==> src/rtl/branch_ctrl_pkg.sv <==
// Shared branch-unit defines: func3 encodings, link register index and group decode.
package branch_ctrl_pkg;

    // Unconditional group
    localparam logic [2:0] FUNC_B    = 3'd0;
    localparam logic [2:0] FUNC_BL   = 3'd1;
    localparam logic [2:0] FUNC_BLR  = 3'd2;
    localparam logic [2:0] FUNC_RET  = 3'd3;
    localparam logic [2:0] FUNC_ERET = 3'd4;

    // Conditional group
    localparam logic [2:0] FUNC_CBZ  = 3'd0;
    localparam logic [2:0] FUNC_CBNZ = 3'd1;
    localparam logic [2:0] FUNC_CBGE = 3'd2;
    localparam logic [2:0] FUNC_CBLT = 3'd3;
    localparam logic [2:0] FUNC_CBGT = 3'd4;
    localparam logic [2:0] FUNC_CBLE = 3'd5;

    localparam logic [4:0] LINK_REG = 5'd2;

    typedef enum logic [3:0] {
        OP_NONE,
        OP_B,
        OP_BL,
        OP_BLR,
        OP_RET,
        OP_ERET,
        OP_CBZ,
        OP_CBNZ,
        OP_CBGE,
        OP_CBLT,
        OP_CBGT,
        OP_CBLE,
        OP_ILLEGAL
    } br_op_e;

    function automatic br_op_e decode_op(input logic en, input logic uncon, input logic [2:0] func3);
        br_op_e op;
        op = OP_NONE;
        if (en) begin
            if (uncon) begin
                case (func3)
                    FUNC_B:    op = OP_B;
                    FUNC_BL:   op = OP_BL;
                    FUNC_BLR:  op = OP_BLR;
                    FUNC_RET:  op = OP_RET;
                    FUNC_ERET: op = OP_ERET;
                    default:   op = OP_ILLEGAL;
                endcase
            end else begin
                case (func3)
                    FUNC_CBZ:  op = OP_CBZ;
                    FUNC_CBNZ: op = OP_CBNZ;
                    FUNC_CBGE: op = OP_CBGE;
                    FUNC_CBLT: op = OP_CBLT;
                    FUNC_CBGT: op = OP_CBGT;
                    FUNC_CBLE: op = OP_CBLE;
                    default:   op = OP_ILLEGAL;
                endcase
            end
        end
        return op;
    endfunction

endpackage

==> src/rtl/branch_ras.sv <==
// Circular return-address stack; only built when NAH_BRANCH_RAS_EN is defined.
// A push when full overwrites the oldest entry; the count saturates at DEPTH.
module branch_ras #(
    parameter int XLEN  = 16,
    parameter int DEPTH = 4
) (
    input  logic            clk,
    input  logic            rst_n,
    input  logic            push,
    input  logic            pop,
    input  logic [XLEN-1:0] push_data,
    output logic [XLEN-1:0] top,
    output logic            valid
);

    localparam int PW = $clog2(DEPTH);

    logic [XLEN-1:0] mem [DEPTH];
    logic [PW-1:0]   ptr_reg;
    logic [PW:0]     count_reg;
    logic [PW-1:0]   top_idx;

    // ptr_reg is the next free slot, so the newest entry sits just below it
    assign top_idx = ptr_reg - PW'(1);
    assign top     = mem[top_idx];
    assign valid   = (count_reg != '0);

    always_ff @(posedge clk or negedge rst_n) begin
        if (!rst_n) begin
            ptr_reg   <= '0;
            count_reg <= '0;
        end else if (push) begin
            ptr_reg <= ptr_reg + PW'(1);
            if (count_reg != (PW+1)'(DEPTH))
                count_reg <= count_reg + (PW+1)'(1);
        end else if (pop && valid) begin
            ptr_reg   <= top_idx;
            count_reg <= count_reg - (PW+1)'(1);
        end
    end

    always_ff @(posedge clk) begin
        if (push)
            mem[ptr_reg] <= push_data;
    end

endmodule

==> src/rtl/branch_ctrl.sv <==
// Registered branch-resolution unit with latched interrupt, EPC and ERET.
// Optional return-address stack enabled by defining NAH_BRANCH_RAS_EN.
module branch_ctrl
    import branch_ctrl_pkg::*;
#(
    parameter int XLEN      = 16,
    parameter int RAS_DEPTH = 4
) (
    input  logic            clk,
    input  logic            rst_n,
    input  logic            stall,
    input  logic            en,
    input  logic            uncon,
    input  logic [2:0]      func3,
    input  logic [XLEN-1:0] pc,
    input  logic [XLEN-1:0] imm,
    input  logic [4:0]      rs1,
    input  logic [XLEN-1:0] rs2_data,
    input  logic            int_req,
    input  logic [XLEN-1:0] mvec,
    input  logic            mask,
    output logic            redirect,
    output logic [XLEN-1:0] target,
    output logic            link,
    output logic [4:0]      link_rd,
    output logic [XLEN-1:0] link_data,
    output logic            clear,
    output logic            int_ack,
    output logic            illegal,
    output logic [XLEN-1:0] epc
);

    br_op_e          op;
    logic [XLEN-1:0] seq_pc, br_pc, reg_pc, ras_top, res_target;
    logic            ras_valid, zero, sign;
    logic            taken, lnk, clr, ill, push, pop;
    logic [4:0]      lrd;
    logic            pend_eff, take;

    logic            redirect_reg, link_reg, clear_reg, int_ack_reg, illegal_reg, pending_reg;
    logic [XLEN-1:0] target_reg, link_data_reg, epc_reg;
    logic [4:0]      link_rd_reg;

    logic            unused_bits;
    assign unused_bits = ^{imm[0], rs2_data[0]};

    assign op     = decode_op(en, uncon, func3);
    assign seq_pc = pc + XLEN'(4);
    assign br_pc  = pc + {imm[XLEN-1:1], 1'b0};
    assign reg_pc = {rs2_data[XLEN-1:1], 1'b0};
    assign zero   = (rs2_data == '0);
    assign sign   = rs2_data[XLEN-1];

    always_comb begin
        taken      = 1'b0;
        res_target = seq_pc;
        lnk        = 1'b0;
        lrd        = rs1;
        clr        = 1'b0;
        ill        = 1'b0;
        push       = 1'b0;
        pop        = 1'b0;
        case (op)
            OP_B:    begin taken = 1'b1; res_target = br_pc; end
            OP_BL:   begin taken = 1'b1; res_target = br_pc; lnk = 1'b1; lrd = LINK_REG; push = 1'b1; end
            OP_BLR:  begin taken = 1'b1; res_target = reg_pc; lnk = 1'b1; push = 1'b1; end
            OP_RET:  begin taken = 1'b1; pop = 1'b1; res_target = ras_valid ? ras_top : reg_pc; end
            OP_ERET: begin taken = 1'b1; res_target = epc_reg; clr = 1'b1; end
            OP_CBZ:  taken = zero;
            OP_CBNZ: taken = !zero;
            OP_CBGE: taken = !sign;
            OP_CBLT: taken = sign;
            OP_CBGT: taken = !sign && !zero;
            OP_CBLE: taken = sign || zero;
            OP_ILLEGAL: ill = 1'b1;
            default: ;
        endcase
        if ((op >= OP_CBZ) && (op <= OP_CBLE) && taken)
            res_target = br_pc;
    end

    // ERET's clear is not yet visible to the mask source, so a take waits one cycle
    assign pend_eff = pending_reg || int_req;
    assign take     = pend_eff && !mask && (op != OP_ERET);

`ifdef NAH_BRANCH_RAS_EN
    branch_ras #(
        .XLEN  (XLEN),
        .DEPTH (RAS_DEPTH)
    ) u_ras (
        .clk       (clk),
        .rst_n     (rst_n),
        .push      (push && !stall),
        .pop       (pop && !stall),
        .push_data (seq_pc),
        .top       (ras_top),
        .valid     (ras_valid)
    );
`else
    logic unused_ras;
    assign unused_ras = ^{push, pop, (RAS_DEPTH > 1)};
    assign ras_top    = '0;
    assign ras_valid  = 1'b0;
`endif

    always_ff @(posedge clk or negedge rst_n) begin
        if (!rst_n) begin
            redirect_reg  <= 1'b0;
            target_reg    <= '0;
            link_reg      <= 1'b0;
            link_rd_reg   <= '0;
            link_data_reg <= '0;
            clear_reg     <= 1'b0;
            int_ack_reg   <= 1'b0;
            illegal_reg   <= 1'b0;
            epc_reg       <= '0;
            pending_reg   <= 1'b0;
        end else if (stall) begin
            redirect_reg <= 1'b0;
            link_reg     <= 1'b0;
            clear_reg    <= 1'b0;
            int_ack_reg  <= 1'b0;
            illegal_reg  <= 1'b0;
        end else begin
            redirect_reg <= taken || take;
            target_reg   <= take ? mvec : res_target;
            link_reg     <= lnk;
            if (lnk) begin
                link_rd_reg   <= lrd;
                link_data_reg <= seq_pc;
            end
            clear_reg   <= clr;
            int_ack_reg <= take;
            illegal_reg <= ill;
            if (take)
                epc_reg <= res_target;
            pending_reg <= pend_eff && !take;
        end
    end

    assign redirect  = redirect_reg;
    assign target    = target_reg;
    assign link      = link_reg;
    assign link_rd   = link_rd_reg;
    assign link_data = link_data_reg;
    assign clear     = clear_reg;
    assign int_ack   = int_ack_reg;
    assign illegal   = illegal_reg;
    assign epc       = epc_reg;

endmodule
==> config.mk <==
export PLATFORM = sky130hd
export DESIGN_NAME = branch_ctrl
export DESIGN_NICKNAME = d
export VERILOG_FILES = /design/src/rtl/branch_ctrl_pkg.sv /design/src/rtl/branch_ras.sv /design/src/rtl/branch_ctrl.sv
export SDC_FILE = /design/constraint.sdc
export NUM_CORES = 1
export LEC_CHECK = 0
export ABC_AREA = 0
export BUFFER_PORTS_ARGS = -buffer_cell sky130_fd_sc_hd__buf_2
export CAP_MARGIN = 10
export CORE_ASPECT_RATIO = 1.75
export CORE_MARGIN = 2
export CORE_UTILIZATION = 40
export CTS_BUF_LIST = sky130_fd_sc_hd__clkbuf_8
export DETAILED_ROUTE_END_ITERATION = 7
export PLACE_DENSITY = 0.66
export RECOVER_POWER = 100
export REMOVE_ABC_BUFFERS = 1
export SYNTH_ARGS = -nofsm -noshare
export SYNTH_HDL_FRONTEND = slang
export SYNTH_SLANG_ARGS = --single-unit
==> constraint.sdc <==
create_clock -name clk -period 4.3 [get_ports clk]
set_clock_uncertainty 0.2 [all_clocks]
set_input_delay 0 -clock clk [delete_from_list [all_inputs] [get_ports clk]]
set_output_delay 0 -clock clk [all_outputs]
set_load 0.02 [all_outputs]
== Word-level counts from Yosys, hierarchy flattened ==
Index checks and enable logic that the tools add are counted.
Storage, ports and cells
  register bits after elaboration: 59
  input port bits: 79
  output and inout port bits: 58
  word-level logic and storage cells: 71
Operators by class
  add/sub/neg operators: 2
  $lt $le $gt $ge: 2
  eq/ne operators: 18
  multiplexer cells: 17
  bitwise operators: 1
  reductions and logical operators: 21
Operators by type and width (number)
  16-bit one-hot mux with 3 select lines: 1
  16-bit 2-to-1 mux: 2
  4-bit one-hot mux with 6 select lines: 1
  4-bit == test, second input constant: 5
  4-bit one-hot mux with 5 select lines: 1
  16-bit adder: 1
  16-bit by 3-bit adder with 16-bit output, second input constant: 1
  4-bit by 3-bit == test with 1-bit output, second input constant: 4
  16-bit logical NOT: 1
  4-bit by 2-bit == test with 1-bit output, second input constant: 2
  1-bit 2-to-1 mux: 8
  4-bit 2-to-1 mux: 2
  1-bit one-hot mux with 7 select lines: 1
  3-bit by 2-bit == test with 1-bit output, second input constant: 2
  3-bit == test, second input constant: 2
  1-bit logical AND: 6
  2-bit OR reduction: 3
  5-bit 2-to-1 mux: 1
  5-bit OR reduction: 1
  4-bit by 1-bit == test with 1-bit output, second input constant: 1
  4-bit by 3-bit greater-or-equal comparator with 1-bit output, second input constant: 1
  4-bit <= comparator, second input constant: 1
  1-bit logical NOT: 4
  4-bit by 3-bit != test with 1-bit output, second input constant: 1
  other kinds (5): 8

== Depth between registers and ports, before layout ==
  depth after elaboration: 10
  gate-level depth with buffers: 10
  gate-level depth less buffers: 9

== Least setup slack after synthesis ==
Ideal clock, no wire load.
  path kind: input to register
  start: input pc[1]
  end: register epc_reg[15] (netlist: epc[15])
  setup time: 80 ps
  arrival time: 2106 ps
  required time: 4020 ps
  path slack: 1914 ps
  stages: 9
  buffers on the path: 0
  cell sequence: ha_1 fa_1 a21o_1 a221oi_2 a22oi_2 a221o_1 a31o_1 nand2b_4 a31oi_4
On the way
  longest elaborated chain between the ends: 3
  elaborated cells between the ends (all ways): 4
  classes of those cells: add/sub: 2; mux: 2
Ends and longest elaborated chain
  from (decl): line branch_ctrl.sv:15  | input logic [XLEN-1:0] pc,
  16-bit by 3-bit adder with 16-bit output or 16-bit adder (tied branches): line branch_ctrl.sv:48, branch_ctrl.sv:49
  16-bit one-hot mux with 3 select lines: line branch_ctrl.sv:63  | case (op)
  16-bit 2-to-1 mux (*): line branch_ctrl.sv:78  | if ((op >= OP_CBZ) && (op <= OP_CBLE) && taken)
  to (signal assigned): line branch_ctrl.sv:136  | epc_reg <= res_target;
  to (decl): line branch_ctrl.sv:41  | logic [XLEN-1:0] target_reg, link_data_reg, epc_reg;
Every way passes the cells marked *; elsewhere a longest branch is shown, timed or not.
A chain may end at the register's enable or synchronous reset.

== Final worst setup path ==
  start: input rs2_data[3]
  end: register target_reg[1] (netlist: target[1])
On the way
  longest elaborated chain between the ends: 7
  elaborated cells between the ends (all ways): 8
  classes of those cells: mux: 3; reduce/logical: 5
Ends and longest elaborated chain
  from (decl): line branch_ctrl.sv:18  | input logic [XLEN-1:0] rs2_data,
  16-bit logical NOT (*): line branch_ctrl.sv:51  | assign zero = (rs2_data == '0);
  1-bit logical NOT: line branch_ctrl.sv:70, branch_ctrl.sv:73
  1-bit logical AND: line branch_ctrl.sv:73  | OP_CBGT: taken = !sign && !zero;
  1-bit one-hot mux with 7 select lines (*): line branch_ctrl.sv:63
  1-bit logical AND (*): line branch_ctrl.sv:78
  16-bit 2-to-1 mux (*): line branch_ctrl.sv:78
  16-bit 2-to-1 mux (*): line branch_ctrl.sv:126  | target_reg <= take ? mvec : res_target;
  to (signal assigned): line branch_ctrl.sv:126
  to (decl): line branch_ctrl.sv:41
Marks and branches as above.

==> load_flow_metrics.sql <==
INSERT INTO impl_metrics (metric_group, metric, value, unit) VALUES
('synthesis', 'yosysTopAreaCellShare', '0.374', ''),
('synthesis', 'synthDominantAreaCellType', 'sky130_fd_sc_hd__dfrtp_1', ''),
('global_route', 'grt_pass1_wl', '21300', 'um'),
('timing', 'rsz0062_at_grt', 'no', ''),
('placement', 'place_hpwl', '9840', 'um'),
('critical_path', 'reg2reg_slack', '1050', 'ps'),
('synthesis', 'synth-main-ff-cell', 'sky130_fd_sc_hd__dfrtp_1', ''),
('cts', 'post-cts-setup-buffer-count', '0', ''),
('global_route', 'via_count_of_the_first_global_routing_pass', '4281', ''),
('detailed_routing', 'detailedRoute.firstIterationViolations', '281', ''),
('critical_path', 'critical_path.endpoint_type', 'register', ''),
('final_layout', 'layout.nets', '733', ''),
('synthesis', 'syn-cell-area', '3950', 'um^2'),
('critical_path', 'worstPathMaxFanout', '10', ''),
('synthesis', 'ys_seq_area_frac', '0.374', ''),
('final_layout', 'area_growth', '36.6', '%'),
('detailed_routing', 'via_count', '4309', ''),
('floorplanning', 'die-area', '10700', 'um^2'),
('critical_path', 'worst_setup_path_start_kind', 'input pin', ''),
('final_layout', 'finalNonFillerCells', '768', ''),
('final_layout', 'antenna_diodes', '0', ''),
('critical_path', 'crit_required', '4330', 'ps'),
('cts', 'cts_tree', 'yes', ''),
('hold_path', 'hold_path_class', 'input pin to register', ''),
('placement', 'globalplace.congestion', '0.865', ''),
('floorplanning', 'top_level_ports', '137', ''),
('detailed_routing', 'avgViaCountPerCell', '5.61', ''),
('synthesis', 'yosys.cell_types.count', '60', ''),
('final_layout', 'fillers', '960', ''),
('detailed_routing', 'wl', '13600', 'um'),
('critical_path', 'setup.worst_path.class', 'input pin to register', ''),
('timing', 'timing.final.max_slew_violations', '26', ''),
('cts', 'cts_buffers', '9', ''),
('pwr', 'cellLeakagePower', '2.39', 'nW'),
('global_route', 'gr-usage-all-layers', '0.258', ''),
('global_route', 'grt_antenna_before_repair', '0', ''),
('global_route', 'grt.overflow.total', '0', ''),
('timing', 'fin_crit_sh', '0.882', ''),
('critical_path', 'r2r_end', 'target[1]$_DFFE_PN0N_', ''),
('placement', 'placement.io_buffers', '135', ''),
('final_layout', 'fin_area', '5400', 'um^2'),
('critical_path', 'crit_path_start', 'rs2_data[3]', ''),
('run', 'cap_viol_max_count', '1', ''),
('timing', 'timing_worst_slew_pin_value', '1850', 'ps'),
('synthesis', 'synth_warnings', '0', ''),
('pwr', 'pwr_density_cell', '369', 'nW/um^2'),
('run_status', 'failed_checks', 'capacitance limit, slew limit', ''),
('floorplanning', 'die_width', '79.1', 'um'),
('cts', 'ctsLongestPathBuffers', '2', ''),
('cts', 'clock_tree.htree_level_count', '3', ''),
('detailed_routing', 'number_of_drc_violations_after_detailed_routing', '0', ''),
('critical_path', 'worst_ep_arrival_time', '3820', 'ps'),
('critical_path', 'rr_worst_depth', '9', ''),
('timing', 'setup_failing_eps_final', '0', ''),
('cts', 'clkSinkCount', '59', ''),
('timing', 'timing.final.hold_violations', '0', ''),
('cts', 'clk_root_buffer_cell', 'sky130_fd_sc_hd__clkbuf_8', ''),
('floorplanning', 'die_height', '135', 'um'),
('critical_path', 'cp-endpoint', 'target[1]$_DFFE_PN0N_', ''),
('synthesis', 'count_of_flip_flops_with_a_built_in_enable_after_synthesis', '0', ''),
('critical_path', 'worstReg2RegStart', 'pending_reg$_DFFE_PN0N_', ''),
('detailed_routing', 'drt_first_pass_iters', '6', ''),
('timing', 'final.min_clock_period', '3790', 'ps'),
('global_route', 'grt_start_max_net_pins', '60', ''),
('final_layout', 'post_route_cells_drive_above_1_share', '0.165', ''),
('cts', 'clk_transition_reported_paths', '70', 'ps'),
('synthesis', 'synth.top_cells.by_area', 'sky130_fd_sc_hd__dfrtp_1 37%, sky130_fd_sc_hd__nand2_1 5.4%, sky130_fd_sc_hd__o21ai_0 5.3%', ''),
('synthesis', 'synthArstFlopShare', '1.00', ''),
('run_status', 'outcome', 'complete, but fails checks', ''),
('cts', 'post_cts_hold_buffer_count', '61', ''),
('placement', 'placed_cells_incl_taps', '691', '');
## worst min-delay path by stage
stage	from	to	slack, ps	cells after the start
after floorplan	rst_n	clear$_DFF_PN0_	-500	0
after global placement	rst_n	epc[11]$_DFFE_PN0P_	-0.5	2
after detailed placement	rst_n	target[11]$_DFFE_PN0N_	10	2
after CTS	rs2_data[4]	target[4]$_DFFE_PN0N_	7	5
after global routing	rs2_data[13]	epc[13]$_DFFE_PN0P_	50	5
final	rs2_data[15]	target[15]$_DFFE_PN0N_	10	5
## stage by stage
stage                     power [W]   util  hold slack, ps  setup slack, ps
after floorplan             0.00115      -            -496              905
after global placement      0.00141  0.484          -0.472             1470
after detailed placement    0.00142  0.484            10.4             1450
after CTS                   0.00202  0.568            6.88              752
after global routing        0.00209  0.555            48.9              308
final                       0.00199  0.555            14.4              509
## power breakdown
part	switching [W]	internal, W	leakage (nW)	total (W)
Clock	0.000232	0.000313	0.108	0.000545
Sequential	0.0000769	0.000664	0.720	0.000741
Combinational	0.000444	0.000262	1.57	0.000706
## kinds of logic (layout without fill, tap and decap cells)
group                      Yosys count  count (layout)  synth area share
muxes                                5               5            0.0155
buffers and inverters               34             225            0.0396
xor gates and xnor gates            27              27            0.0646
adders and majority gates           16              16            0.0526
DFF                                 59              59             0.374
AOI/OAI and AO/OA                  148             148             0.259
and+or+nand+nor                    163             163             0.195
## area by class of cell
type,count,area (um^2),share of cell area
timing repair buffer,202,1250,0.232
inverter,7,26.3,0.00487
clock buffer,12,165,0.0306
tap,125,156,0.0290
multi-input combinational,359,2280,0.422
clock inverter,4,47.5,0.00881
sequential,59,1480,0.273
## cells in the final DEF (no fill, tap or decap), types with 2 or more instances in the layout
cell / n
sky130_fd_sc_hd__or4_1: 2
sky130_fd_sc_hd__ha_1: 15
sky130_fd_sc_hd__nand3_1: 18
sky130_fd_sc_hd__dfrtp_1: 59
sky130_fd_sc_hd__mux2_2: 2
sky130_fd_sc_hd__nor2_1: 42
sky130_fd_sc_hd__and3_1: 6
sky130_fd_sc_hd__buf_2: 76
sky130_fd_sc_hd__nand4_1: 7
sky130_fd_sc_hd__mux2i_1: 2
sky130_fd_sc_hd__a221oi_1: 7
sky130_fd_sc_hd__a222oi_1: 11
sky130_fd_sc_hd__clkbuf_8: 12
sky130_fd_sc_hd__and2_0: 2
sky130_fd_sc_hd__o21a_1: 3
sky130_fd_sc_hd__clkinv_2: 2
sky130_fd_sc_hd__and2_1: 2
sky130_fd_sc_hd__buf_4: 4
sky130_fd_sc_hd__clkbuf_1: 61
sky130_fd_sc_hd__nor3_1: 6
sky130_fd_sc_hd__nor2b_1: 7
sky130_fd_sc_hd__a221o_1: 5
sky130_fd_sc_hd__o21ai_0: 43
sky130_fd_sc_hd__xnor2_1: 14
sky130_fd_sc_hd__xor2_1: 13
sky130_fd_sc_hd__nand2b_1: 2
sky130_fd_sc_hd__dlygate4sd3_1: 61
sky130_fd_sc_hd__a21oi_1: 36
sky130_fd_sc_hd__nand2_1: 57
sky130_fd_sc_hd__o211ai_1: 4
sky130_fd_sc_hd__a22oi_1: 16
sky130_fd_sc_hd__nor4_1: 5
sky130_fd_sc_hd__a21o_1: 10
sky130_fd_sc_hd__inv_1: 6
sky130_fd_sc_hd__nor3b_1: 2
## synth_stat cells (5+ instances only)
library cell and number:
sky130_fd_sc_hd__buf_2 11, sky130_fd_sc_hd__nor2b_1 7, sky130_fd_sc_hd__xnor2_1 13, sky130_fd_sc_hd__xor2_1 13, sky130_fd_sc_hd__nor2_1 42, sky130_fd_sc_hd__nand4_1 7, sky130_fd_sc_hd__a21o_1 10, sky130_fd_sc_hd__a222oi_1 11
sky130_fd_sc_hd__dfrtp_1 59, sky130_fd_sc_hd__ha_1 15, sky130_fd_sc_hd__a21oi_1 35, sky130_fd_sc_hd__a22oi_1 16, sky130_fd_sc_hd__inv_1 6, sky130_fd_sc_hd__nor4_1 5, sky130_fd_sc_hd__nand3_1 18, sky130_fd_sc_hd__a221o_1 5
sky130_fd_sc_hd__and3_1 6, sky130_fd_sc_hd__o21ai_0 42, sky130_fd_sc_hd__clkbuf_1 12, sky130_fd_sc_hd__a221oi_1 6, sky130_fd_sc_hd__nand2_1 57, sky130_fd_sc_hd__nor3_1 5
## routing by layer
metal / vias up / GRT usage / wire length [um]
met2: 173 / 0.458 / 7260
met5: - / 0 / 0
met1: 2041 / 0.285 / 4910
met4: 0 / 0.160 / 721
li1: 2050 / - / -
met3: 45 / 0.0380 / 743
## worst max-delay path, stage by stage
cell and delay (ps):
sky130_fd_sc_hd__dlygate4sd3_1 540, sky130_fd_sc_hd__clkbuf_1 120, sky130_fd_sc_hd__nor4_1 330, sky130_fd_sc_hd__nand4_1 170, sky130_fd_sc_hd__xnor2_1 410, sky130_fd_sc_hd__mux2_1 560
sky130_fd_sc_hd__nand2_1 290, sky130_fd_sc_hd__o21ai_0 120, sky130_fd_sc_hd__dlygate4sd3_1 570, sky130_fd_sc_hd__a21o_1 150, sky130_fd_sc_hd__dlygate4sd3_1 560
(Power assumes the default switching activity.)
